===== config.mk =====
export PLATFORM = sky130hd
export DESIGN_NAME = mem_bus_decoder
export DESIGN_NICKNAME = d
export VERILOG_FILES = /design/src/rtl/mem_bus_pkg.sv /design/src/rtl/mem_bus_match.sv /design/src/rtl/mem_bus_decoder.sv
export SDC_FILE = /design/constraint.sdc
export NUM_CORES = 1
export LEC_CHECK = 0
export CORE_AREA = 3 3 117 119
export CTS_CLUSTER_SIZE = 24
export DETAILED_ROUTE_END_ITERATION = 7
export DIE_AREA = 0 0 120 122
export PLACE_DENSITY_LB_ADDON = 0.12
export SLEW_MARGIN = 10
export SYNTH_ARGS = -nofsm -noshare
export SYNTH_HDL_FRONTEND = slang
export SYNTH_SLANG_ARGS = --single-unit

===== constraint.sdc =====
create_clock -name clk -period 2.91 [get_ports clk]
set_input_delay 0.4365 -clock clk [delete_from_list [all_inputs] [get_ports clk]]
set_output_delay 0.4365 -clock clk [all_outputs]
set_load 0.03 [all_outputs]

===== src/rtl/mem_bus_pkg.sv =====
// Shared types, widths and window-table accessors for the memory bus decoder.
package mem_bus_pkg;

  localparam int CNT_W      = 8;
  localparam int LAT_W      = 4;
  localparam int IDX_W      = 4;
  localparam int MAX_SLAVES = 16;
  localparam int ADDR_TBL_W = 32 * MAX_SLAVES;
  localparam int LAT_TBL_W  = LAT_W * MAX_SLAVES;

  typedef enum logic [1:0] {
    IDLE = 2'd0,
    BUSY = 2'd1,
    DONE = 2'd2
  } bus_state_t;

  // Tables are zero-extended to the 16-slave maximum so one signature serves every N.
  function automatic logic [31:0] base_of(input logic [ADDR_TBL_W-1:0] tbl, input int i);
    return tbl[32*i +: 32];
  endfunction

  function automatic logic [31:0] mask_of(input logic [ADDR_TBL_W-1:0] tbl, input int i);
    return tbl[32*i +: 32];
  endfunction

  function automatic logic [LAT_W-1:0] lat_of(input logic [LAT_TBL_W-1:0] tbl, input int i);
    return tbl[LAT_W*i +: LAT_W];
  endfunction

endpackage


===== src/rtl/mem_bus_match.sv =====
// Combinational window compare across all slaves; overlapping windows resolve to the lowest index.
module mem_bus_match
  import mem_bus_pkg::*;
#(
  parameter int                     N_SLAVES = 5,
  parameter logic [32*N_SLAVES-1:0] BASE     = {N_SLAVES{32'h0}},
  parameter logic [32*N_SLAVES-1:0] MASK     = {N_SLAVES{32'hF000}},
  parameter logic [4*N_SLAVES-1:0]  LATENCY  = {N_SLAVES{4'd1}}
) (
  input  logic [31:0]      mem_addr,
  output logic             hit,
  output logic [IDX_W-1:0] idx,
  output logic [LAT_W-1:0] lat
);

  localparam logic [ADDR_TBL_W-1:0] BASE_X = ADDR_TBL_W'(BASE);
  localparam logic [ADDR_TBL_W-1:0] MASK_X = ADDR_TBL_W'(MASK);
  localparam logic [LAT_TBL_W-1:0]  LAT_X  = LAT_TBL_W'(LATENCY);

  // Scanning from the top down lets the lowest matching index overwrite the rest.
  always_comb begin
    hit = 1'b0;
    idx = '0;
    lat = '0;
    for (int i = N_SLAVES - 1; i >= 0; i--) begin
      if ((mem_addr & mask_of(MASK_X, i)) == base_of(BASE_X, i)) begin
        hit = 1'b1;
        idx = IDX_W'(i);
        lat = lat_of(LAT_X, i);
      end
    end
  end

endmodule


===== src/rtl/mem_bus_decoder.sv =====
// Address decoder and response mux for the picorv32 native bus, with per-slave latency,
// watchdog timeout and unmapped-address error reporting.
//
//   state | meaning
//   IDLE  | waiting for mem_valid; first request cycle, cnt = 0
//   BUSY  | request outstanding, cnt counts cycles since the request
//   DONE  | single dead cycle after mem_ready, blocks stale ready
module mem_bus_decoder
  import mem_bus_pkg::*;
#(
  parameter int                     N_SLAVES = 5,
  parameter logic [32*N_SLAVES-1:0] BASE     = {N_SLAVES{32'h0}},
  parameter logic [32*N_SLAVES-1:0] MASK     = {N_SLAVES{32'hF000}},
  parameter logic [4*N_SLAVES-1:0]  LATENCY  = {N_SLAVES{4'd1}},
  parameter logic [CNT_W-1:0]       TIMEOUT  = 8'd255,
  parameter logic [31:0]            ERR_DATA = 32'hDEADBEEF
) (
  input  logic                     clk,
  input  logic                     rst_n,
  input  logic                     mem_valid,
  input  logic [31:0]              mem_addr,
  input  logic [3:0]               mem_wstrb,
  output logic                     mem_ready,
  output logic [31:0]              mem_rdata,
  output logic [N_SLAVES-1:0]      s_sel,
  output logic [N_SLAVES-1:0]      s_start,
  output logic [4*N_SLAVES-1:0]    s_wstrb,
  input  logic [N_SLAVES-1:0]      s_ready,
  input  logic [32*N_SLAVES-1:0]   s_rdata,
  output logic                     bus_err,
  output logic [31:0]              err_addr
);

  bus_state_t       state, state_nxt;
  logic [CNT_W-1:0] cnt, cnt_nxt;
  logic             hit;
  logic [IDX_W-1:0] idx;
  logic [LAT_W-1:0] lat;
  logic             active;
  logic             slave_ready;
  logic [31:0]      slave_rdata;
  logic             norm_ready;
  logic             err_done;
  logic             done;

  mem_bus_match #(
    .N_SLAVES (N_SLAVES),
    .BASE     (BASE),
    .MASK     (MASK),
    .LATENCY  (LATENCY)
  ) u_match (
    .mem_addr (mem_addr),
    .hit      (hit),
    .idx      (idx),
    .lat      (lat)
  );

  always_comb begin
    slave_ready = 1'b0;
    slave_rdata = '0;
    for (int i = 0; i < N_SLAVES; i++) begin
      if (idx == IDX_W'(i)) begin
        slave_ready = s_ready[i];
        slave_rdata = s_rdata[32*i +: 32];
      end
    end
  end

  // Gating with rst_n keeps a reset that lands on a completion cycle from leaking mem_ready.
  assign active = rst_n && mem_valid && (state == IDLE || state == BUSY);

  always_comb begin
    norm_ready = 1'b0;
    err_done   = 1'b0;
    if (active) begin
      if (hit) begin
        norm_ready = (lat == '0) ? slave_ready : (cnt == CNT_W'(lat));
        err_done   = !norm_ready && (cnt == TIMEOUT);
      end else begin
        err_done = (cnt == CNT_W'(1));
      end
    end
    done = norm_ready || err_done;
  end

  always_ff @(posedge clk) begin
    if (!rst_n) begin
      state    <= IDLE;
      cnt      <= '0;
      err_addr <= '0;
    end else begin
      state <= state_nxt;
      cnt   <= cnt_nxt;
      if (err_done) err_addr <= mem_addr;
    end
  end

  always_comb begin
    state_nxt = state;
    cnt_nxt   = '0;
    unique case (state)
      IDLE, BUSY: begin
        if (!active) begin
          state_nxt = IDLE;
        end else if (done) begin
          state_nxt = DONE;
        end else begin
          state_nxt = BUSY;
          cnt_nxt   = (cnt >= TIMEOUT) ? TIMEOUT : cnt + CNT_W'(1);
        end
      end
      DONE:    state_nxt = IDLE;
      default: state_nxt = IDLE;
    endcase
  end

  always_comb begin
    mem_ready = done;
    bus_err   = err_done;
    mem_rdata = err_done ? ERR_DATA : (norm_ready ? slave_rdata : 32'h0);
    s_sel     = '0;
    s_start   = '0;
    s_wstrb   = '0;
    for (int i = 0; i < N_SLAVES; i++) begin
      if (active && hit && idx == IDX_W'(i)) begin
        s_sel[i]          = 1'b1;
        s_start[i]        = (state == IDLE);
        s_wstrb[4*i +: 4] = mem_wstrb;
      end
    end
  end

endmodule


# Word level (Yosys, flattened, before mapping)
# Index checks and enable logic that the tools add are counted.
# W data, S select, Z words.
dict set report classes {
  addsub 1
  n_lt_le_gt_ge 1
  eq_ne 4
  mux 14
  n_bitwise 3
  n_reduce_logical 13
}
# cell n
set ops {}
lappend ops {{$mux W32} 2}
lappend ops {{$logic_not A32 Y1} 1}
lappend ops {{$mux W1} 9}
lappend ops {{$add A8 B1 Y8 const B} 1}
lappend ops {{$eq A8 B1 Y1 const B} 1}
lappend ops {{$eq A8 B4 Y1} 1}
lappend ops {{$eq A8 B8 Y1 const B} 1}
lappend ops {{$ge A8 B8 Y1 const B} 1}
lappend ops {{$mux W8} 1}
lappend ops {{$logic_and A1 B1 Y1} 4}
lappend ops {{$logic_not A4 Y1} 1}
lappend ops {{$mux W4} 1}
lappend ops {{$reduce_or A4 Y1} 1}
lappend ops {{$not A1 Y1} 3}
lappend ops {{$reduce_and A3 Y1} 1}
lappend ops {{$eq A2 B1 Y1 const B} 1}
lappend ops {{$logic_not A2 Y1} 1}
lappend ops {{$logic_or A1 B1 Y1} 2}
lappend ops {{$mux W2} 1}
lappend ops {{$reduce_or A2 Y1} 1}
lappend ops {{$logic_not A1 Y1} 1}
dict set report totals {
  ff_bits 42
  input_bits 204
  out_inout_bits 96
  wordCells 39
}

# Longest topological paths before layout
# Gate-level depths: netlist of run 1.
dict set report depth {
  word_depth 10
  ltp_mapped 8
  depth_no_buf 5
}

# Hierarchy
# From an unflattened synthesis of run 1, not the netlist that was laid out.
dict set report hier_totals {
  cells_unflattened 437
  hier_area_um2 3328.2
}
# mod n_inst cells_per_inst area_each_um2 seq_area_each_um2
set modules_own_cells {}
lappend modules_own_cells {mem_bus_decoder 1 427 3251.9 840.8}
lappend modules_own_cells {mem_bus_match 1 10 76.3 0.0}

# Least setup slack after synthesis of run 1
# Ideal clock, no wire load.
dict set report synth_timing {
  path_kind {register to output}
  startpoint {register cnt[0]}
  endpoint {output port mem_rdata[15]}
  arrival_time_ps 1891
  required_time_ps 2474
  setup_slack_ps 583
  stages_incl_launch_ff 8
  n_path_buf 2
  path_cell_list {dfxtp_1 -> ha_1 -> nand4_1 -> or2_1 -> clkbuf_1 -> o32ai_2 -> buf_2 -> a21o_1}
}
dict set report synth_via {
  elab_chain_cells 7
  word_cells_on_any_way 12
  cone_classes {eq/ne (3); mux (7); reduce/logical (2)}
}
# element line_no
set synth_rtl {}
lappend synth_rtl {{from (decl)} mem_bus_decoder.sv:35} ;# logic [CNT_W-1:0] cnt, cnt_nxt;
lappend synth_rtl {{from (signal assigned)} mem_bus_decoder.sv:93} ;# cnt <= cnt_nxt;
lappend synth_rtl {{$eq A8 B4 Y1} mem_bus_decoder.sv:77} ;# norm_ready = (lat == '0) ? slave_ready : (cnt == CNT_W'(lat));
lappend synth_rtl {{$mux W1} mem_bus_decoder.sv:77}
lappend synth_rtl {{$logic_not A1 Y1} mem_bus_decoder.sv:78} ;# err_done = !norm_ready && (cnt == TIMEOUT);
lappend synth_rtl {{$logic_and A1 B1 Y1} mem_bus_decoder.sv:78}
lappend synth_rtl {{$mux W1 *} mem_bus_decoder.sv:76} ;# if (hit) begin
lappend synth_rtl {{$mux W1 *} mem_bus_decoder.sv:75} ;# if (active) begin
lappend synth_rtl {{named net bus_err} mem_bus_decoder.sv:30} ;# output logic bus_err,
lappend synth_rtl {{$mux W32 *} mem_bus_decoder.sv:120} ;# mem_rdata = err_done ? ERR_DATA : (norm_ready ? slave_rdata : 32'h0);
lappend synth_rtl {{to (decl)} mem_bus_decoder.sv:24} ;# output logic [31:0] mem_rdata,
# The timed path passes the listed nets; every way through them passes the cells marked *.

# Final worst setup path of run 1
dict set report layout_timing {
  startpoint {input port mem_addr[13]}
  endpoint {output port mem_rdata[22]}
}
dict set report layout_via {
  elab_chain_cells 9
  word_cells_on_any_way 14
  cone_classes {eq/ne (1); mux (9); reduce/logical (4)}
}
# element line_no
set layout_rtl {}
lappend layout_rtl {{from (decl)} mem_bus_decoder.sv:21} ;# input logic [31:0] mem_addr,
lappend layout_rtl {{$logic_not A32 Y1 *} mem_bus_match.sv:26} ;# if ((mem_addr & mask_of(MASK_X, i)) == base_of(BASE_X, i)) begin
lappend layout_rtl {{$mux W1} mem_bus_match.sv:26}
lappend layout_rtl {{$eq A8 B4 Y1 or $logic_not A4 Y1 (tied branches)} mem_bus_decoder.sv:77}
lappend layout_rtl {{$mux W1} mem_bus_decoder.sv:77}
lappend layout_rtl {{$logic_not A1 Y1} mem_bus_decoder.sv:78}
lappend layout_rtl {{$logic_and A1 B1 Y1} mem_bus_decoder.sv:78}
lappend layout_rtl {{$mux W1} mem_bus_decoder.sv:76}
lappend layout_rtl {{$mux W1} mem_bus_decoder.sv:75}
lappend layout_rtl {{$mux W32 *} mem_bus_decoder.sv:120}
# Mark *: on every way between the ends. The rest lies on a longest branch, timed or not.

==> impl_results.md, run 1 <==
* WP buf/inv at 3
* Residual DRC at 0
* Final Worst Setup Slack at around 0.28 ns
* Netlist Area Pre-Place at ~0.0023 mm^2
* Initial core utilization at between 10% and 20%
* Most frequent cells in the layout: clkdlybuf4s50_1, dfxtp_1, buf_4, nand2_1, inv_1
* Initial drt markers at 30
* Area leader, netlist: dfxtp_1
* Endpoint, Worst Hold: err_addr[5]$_SDFFE_PN0P_
* Final setup violation count at 0
* Clock Skew at approximately 0.0040 ns
* XOR/XNOR share of the synthesized area at 0.776%
* YS warnings at 0
* Status: finished, final reports clean
* Max-cap viol count at 0
* I/O pin count at 300
* Routability cong. at 0.687
* RR Endpoint: err_addr[27]$_SDFFE_PN0P_
* Fill count at 1355
* Core Region at between 0.01 and 0.015 mm^2
* DR vias at about 2100
* Hold Crit Depth at 2
* Die Y-Extent at ~120 um
* FF-to-FF path depth at 7
* Num CTS Buffers at 5
* Post-cts resize count at 0
* Worst R2R Setup Slack at between 0.6 and 0.7 ns
* Primary FF master, synth: dfxtp_1
* P_sw at a little under 400 uW
* Clock power frac at 38.5%
* Power Density at ~380 mW/mm^2
* Post-synthesis compound-gate area fraction at 11.6%
* Sw Ratio at a little over a quarter
* Worst skew pair latency at around 0.28 ns
* Arr. time, crit path at about 2.2 ns
* H-tree levels at 2
* Worst R2R Start: cnt[0]$_SDFF_PP0_
* Inserted Diodes at 0
* Final ANT Viol Nets at 0
* CTS sink count at 42
* Post-synthesis sequential area ratio at between 30% and 40%
* Critical path peak fanout at 33
* Crit-path slowest cell: clkdlybuf4s50_1
* Main combinational cell family by area after synthesis: buffers and inverters
* Via density at 3.71
* Port bufs at 142
* DIE AREA at 0.0146 mm^2
* CTS tree: built
* Logic pwr share at 20.8%
* Grt total ovfl at 0
* Clk slew on worst S/H paths at around 0.06 ns
* Vias in the first global route at between 2000 and 2500
* Total Routed Length at slightly below 7000 um
* Worst vdd rail ir drop at roughly 0.00027 V
* Crit path max-delay family: simple AND/OR/NAND/NOR gates
* Commonest non-fill, non-tap cell in the layout: clkdlybuf4s50_1
* Total GRT Usage at under 10%
* Max Clock Freq at ~380 MHz
* Count of state elements after synthesis at 42
* Power, Total at 1480 uW
* Adder-Cell Fraction of Synth Area at 1.11%
* Root Buffer: clkbuf_16
* Setup bufs post-CTS at 0
* Share of cells above drive strength 1 at around 15%
* Synth Instances at 260
* DR pass1 iterations at 4
* Crit end category: output port
* Tcrit/Tclk final at between 90 and 100%
* Final #Nets at about 610
* Synthesized area per cell at between 8 and 9 um^2
* Worst hold path type: flip-flop to flip-flop
* Number of enable flip-flop cells after synthesis at 0
* Fin. Hold Viols at 0
* Worst path max stage delay at 0.46 ns
* Mux share of post-synthesis cell area at around 15%
* Min Tclk post-route at around 2.6 ns
* WP data required at 2.47 ns
* Area after DPL at between 0.003 and 0.004 mm^2
* Worst setup path startpoint: mem_addr[13]
* Crit Path Class: primary input to output port
* Max Slew Vio Count at 0
* Clock buffer depth at 2
* Routed len/inst at 11.9 um
* LEAKAGE at roughly 0.0018 uW
* Largest net degree at the start of global routing at 34
* Post-synth top area share at between 30% and 40%
* Startpoint types: primary input
* Chip Width at around 120 um
* Place WS at between 0.2 and 0.25 ns
* Final setup TNS at 0 ns
* Post-route cell area at 0.00392 mm^2
* First-pass GRT wire length at approximately 11000 um
* RSZ-0062 raised after global routing: no
* Worst path cell trace: clkdlybuf4s50_1 -> nor4_4 -> nand2_1 -> nor3_4 -> buf_12 -> and2_1 -> buf_4
* Yosys cell types at 33
* Post-Synth Simple-Gate Area at between 10% and 20%
* Ys async rst share at 0%
* Antenna violations before repair at 0
* Int Power at ~1100 uW
* Hold Buf Count CTS at 0
* Synth area leaders: dfxtp_1, mux2i_1, buf_4
* Final HPWL DP at roughly 5100 um
* Hold_sp: err_addr[5]$_SDFFE_PN0P_
* Layout area overhead at 73.9%
* Row count at slightly above 40
* Reg power frac at between 40% and 50%
* Final core utilization at 31.0%
==> stage by stage <==
stage | std cells | hold slack, ns
after global placement | 566 | 0.442
after CTS | 574 | 0.458
after floorplan | 283 | 0.512
after detailed placement | 566 | 0.446
after global routing | 574 | 0.479
final | 574 | 0.454
==> layer usage <==
layer | track usage, % | vias to the layer above | routed length, um
met4 | 2.58 | 0 | 70
met5 | 0 | - | 0
met3 | 5.57 | 8 | 1030
met1 | 9.82 | 931 | 2770
li1 | - | 1072 | -
met2 | 14.7 | 116 | 2960
==> state kept, by name, summed over array words and instances, names as in the netlist <==
| register | cells |
|---|---|
| cnt | 8 |
| err_addr | 32 |
| state | 2 |
==> synthesized netlist by cell type, types with 2 or more instances <==
cell      instances
dfxtp_1          42
nand2_1          37
inv_1            35
mux2i_1          33
buf_4            28
a21o_1           24
and2_1            8
and3_1            5
buf_2             5
clkbuf_1          5
a211oi_1          4
nor2_1            3
or2_1             3
a31oi_1           2
buf_6             2
ha_1              2
nand3_1           2
nand4_1           2
nor3_1            2
nor4_1            2
o21ai_0           2
==> area by class of cell <==
type	instances	area, um^2	area share, %
Tap cell	172	215	5.49
Sequential cell	42	841	21.4
Multi-Input combinational cell	166	1110	28.3
Clock buffer	7	143	3.64
Inverter	35	131	3.35
Timing Repair Buffer	151	1480	37.6
Clock inverter	1	5.00	0.128
==> worst max path at each step <==
stage               cells after the start  slack [ns]            end
finish                                  7        0.28  mem_rdata[22]
CTS                                     7        0.24  mem_rdata[22]
floorplan                               7        0.58  mem_rdata[15]
global route                            7        0.13  mem_rdata[22]
global placement                        7        0.25  mem_rdata[22]
detailed placement                      7        0.24  mem_rdata[22]
==> power by group through the flow <==
stage / Sequential (uW) / Combinational [uW] / Clock (uW)
global placement: 614 / 307 / 0
CTS: 602 / 311 / 600
floorplan: 644 / 145 / 0
finish: 602 / 307 / 568
global route: 605 / 326 / 630
detailed placement: 615 / 309 / 0
==> kinds of logic after synthesis <==
family / after synthesis
XOR/XNOR: 2
AND/OR/NAND/NOR: 71
flip-flops: 42
buffers and inverters: 75
adder cells (fa/ha/maj): 2
other: 1
AO/OA/AOI/OAI: 34
multiplexers: 33
==> worst min-delay path, cell delays in order, from the launching register on <==
cell	delay [ns]
dfxtp_1	0.30
nand2_1	0.05
mux2i_1	0.05
Note: power is estimated with default switching activity, not from simulation.
==> run 2, diff against run 1 <==
--- a/config.mk
+++ b/config.mk
@@ -5,12 +5,13 @@
 export SDC_FILE = /design/constraint.sdc
 export NUM_CORES = 1
 export LEC_CHECK = 0
-export CORE_AREA = 3 3 117 119
+export CORE_AREA = 3 3 116 118
 export CTS_CLUSTER_SIZE = 24
 export DETAILED_ROUTE_END_ITERATION = 7
-export DIE_AREA = 0 0 120 122
+export DIE_AREA = 0 0 119 121
 export PLACE_DENSITY_LB_ADDON = 0.12
-export SLEW_MARGIN = 10
+export SLEW_MARGIN = 25
 export SYNTH_ARGS = -nofsm -noshare
 export SYNTH_HDL_FRONTEND = slang
+export SYNTH_HIERARCHICAL = 1
 export SYNTH_SLANG_ARGS = --single-unit
==> run 2 against run 1 <==
The run now ends with design-rule violations left. Clock skew grew 0.0029 ns. Die area fell by 1.6%. Sequential power about the same. Count of clock-buffer cells in the layout is 2 lower. Critical endpoint is now mem_rdata[9]. Largest power group is now the clock network.
==> impl_results.md, run 2 <==
* Core Region at 0.0126 mm^2 (-0.81%)
* WP data required at 2.47 ns (about the same)
* Post-synthesis sequential area ratio at 25.3% (-12 points)
* Failing checks: design-rule violations
* Port bufs at 275 (+94%)
* Synth Instances at 437 (+68%)
* Chip Width at 119 um (-0.83%)
* RSZ-0062 raised after global routing: yes
* Netlist Area Pre-Place at 0.00333 mm^2 (+48%)
* Initial drt markers at 260 (+770%)
* Initial core utilization at 26.5% (+8.7 points)
* Clk slew on worst S/H paths at 0.06 ns (about the same)
* CTS sink count at 42 (unchanged)
* Tcrit/Tclk final at 99.2% (+8.7 points)
* Final HPWL DP at 13200 um (+160%)
* Antenna violations before repair at 2 (+2)
* Post-synth top area share at 25.3% (-12 points)
* YS warnings at 6 (+6)
* Yosys cell types at 45 (+36%)
* Fill count at 1117 (-18%)
* I/O pin count at 300 (unchanged)
* Max Clock Freq at 346 MHz (-8.7%)
* Top Registers: err_addr (32), cnt (8), state (2)
* Number of enable flip-flop cells after synthesis at 0 (unchanged)
* Final ANT Viol Nets at 0 (unchanged)
* Commonest non-fill, non-tap cell in the layout: clkdlybuf4s50_1
* Share of cells above drive strength 1 at 19.2% (+4.3 points)
* Clock Skew at 0.00689 ns (+0.00292 ns)
* Final #Nets at 928 (+53%)
* Post-route cell area at 0.00694 mm^2 (+77%)
* Area after DPL at 0.00634 mm^2 (+68%)
* Startpoint types: primary input
* Total Routed Length at 17400 um (+150%)
* Ys async rst share at 0% (unchanged)
* Commonest cells post-synth: nand2_1, inv_1, dfxtp_1, mux2i_1, a222oi_1
* DR vias at 4559 (+110%)
* Die Y-Extent at 121 um (-0.82%)
* CTS tree: built
* Critical path peak fanout at 5 (-85%)
* Largest net degree at the start of global routing at 49 (+44%)
* Grt total ovfl at 0 (unchanged)
* H-tree levels at 2 (unchanged)
* Most frequent cells in the layout: clkdlybuf4s50_1, nand2_1, buf_4, inv_1, dfxtp_1
* Count leader, synth: nand2_1
* Crit Path Class: primary input to output port
* Synth area leaders: dfxtp_1, mux2i_1, a222oi_1
* Via density at 5.09 (+37%)
* Max Slew Vio Count at 0 (unchanged)
* DR pass1 iterations at 8 (+4)
* Primary FF master, synth: dfxtp_1
* Root Buffer: clkbuf_16
* Clock buffer depth at 2 (unchanged)
* Status: finished, violations left
* Max-cap viol count at 0 (unchanged)
* Synthesized area per cell at 7.62 um^2 (-12%)
* Max reg flops at 32 (unchanged)
* Arr. time, crit path at 2.45 ns (+0.25 ns)
* Num CTS Buffers at 5 (unchanged)
* Final setup violation count at 0 (unchanged)
* Final setup TNS at 0 ns (unchanged)
* Register area at 841 um^2 (unchanged)
* Count of state elements after synthesis at 42 (unchanged)
* First-pass GRT wire length at 25300 um (+140%)
* Power Density at 277 mW/mm^2 (-26%)
* Worst vdd rail ir drop at 0.000273 V (-0.82%)
* DIE AREA at 0.0144 mm^2 (-1.6%)
* Layout area overhead at 108%
* Min Tclk post-route at 2.89 ns (+0.252 ns)
* Routed len/inst at 19.4 um (+63%)
* Residual DRC at 5 (+5)
* Worst slew pin tran at approximately 1.3 ns
* Fin. Hold Viols at 0 (unchanged)
* Worst skew pair latency at 0.29 ns (about the same)
* Routability cong. at 0.882 (+28%)
* Most flops, register: err_addr
* Crit end category: output port
* Total GRT Usage at 22.4% (+13 points)
* Slew headroom at a little under a tenth
* Area of the multi-input gates at 0.00232 mm^2 (+110%)
* Worst hold path type: primary input to flip-flop
* LEAKAGE at 0.00298 uW (+62%)
* Vias in the first global route at 4685 (+130%)
* Row count at 41 (unchanged)
* Area leader, netlist: dfxtp_1
[run 2: cell types whose count changed after synthesis, moves of 8 or more]
| cell | previous run | this run |
|---|---|---|
| nor3_1 | 2 | 15 |
| clkbuf_1 | 5 | 25 |
| inv_1 | 35 | 44 |
| nand2_1 | 37 | 78 |
| o21ai_1 | 0 | 9 |
| a221oi_1 | 0 | 24 |
| a21o_1 | 24 | 0 |
| o21ai_0 | 2 | 26 |
| buf_4 | 28 | 9 |
| mux2i_1 | 33 | 41 |
| and2_1 | 8 | 21 |
| a222oi_1 | 0 | 32 |
[run 2: worst paths after layout]
| check | start | to | slack (ns) | depth (start not counted) |
|---|---|---|---|---|
| worst min-delay path | mem_addr[15] | err_addr[15]$_SDFFE_PN0P_ | 0.40 | 3 |
| worst max-delay path | mem_addr[15] | mem_rdata[9] | 0.02 | 11 |
| worst max register to register | cnt[0]$_SDFF_PP0_ | err_addr[13]$_SDFFE_PN0P_ | 0.61 | 11 |
| worst min register to register | err_addr[12]$_SDFFE_PN0P_ | err_addr[12]$_SDFFE_PN0P_ | 0.45 | 2 |
[run 2: power by group]
group / leakage [uW] / total (uW) / internal, uW / switching [uW]
clock: 0.0000940 / 727 / 493 / 234
sequential: 0.000340 / 599 / 589 / 9.76
combinational: 0.00255 / 595 / 365 / 230
total: 0.00298 / 1920 / 1450 / 473
[run 2: metal layers]
metal	global-route usage (%)	vias up	part of all wire, %
li1	-	2155	-
met1	23.2	2140	36
met2	41.1	211	51
met3	7.60	51	8.5
met4	9.63	2	4.3
met5	0	-	0.052
[run 2: through the flow]
step	utilization, %	worst slack (ns)	std cells	power [uW]	hold slack (ns)
final	55.2	0.0234	896	1920	0.405
after global routing	55.2	-0.0611	896	2010	0.409
after CTS	53.6	0.00665	889	1910	0.429
after detailed placement	50.5	-0.297	870	1160	0.447
after global placement	50.5	-0.274	870	1160	0.442
after floorplan	-	-0.108	443	820	0.569
[run 2: repair_timing]
item	in CTS	in global routing
gates resized for setup	40	32
endpoints found under the setup margin	34	22
pin swaps	3	14
hold buffers	0	0
cloned	1	1
setup buffers	10	5
[run 2: critical path, cell delays in order]
cell and delay, ns:
buf_6 0.10, nor4_4 0.34, buf_4 0.19, xnor2_2 0.10, nand3_1 0.09, a211o_1 0.32, o22a_4 0.30, buf_16 0.15
buf_8 0.13, o21ai_2 0.13, buf_6 0.15
[run 2: cell type report]
class	instances	share of cell area, %
Antenna cell	1	0.0361
Clock buffer	5	1.80
Timing Repair Buffer	316	46.0
Tap cell	172	3.10
Clock inverter	3	0.992
Sequential cell	42	12.1
Inverter	45	2.47
Multi-Input combinational cell	312	33.5
[run 2: kinds of logic after synthesis]
| kind of cell | share of synthesized area [%] |
|---|---|
| simple gates | 23.3 |
| flops | 25.3 |
| xor+xnor | 1.84 |
| buf+inv | 12.4 |
| fa+ha+maj | 0.752 |
| other cells | 0.113 |
| compound gates | 24.0 |
| mux | 12.3 |
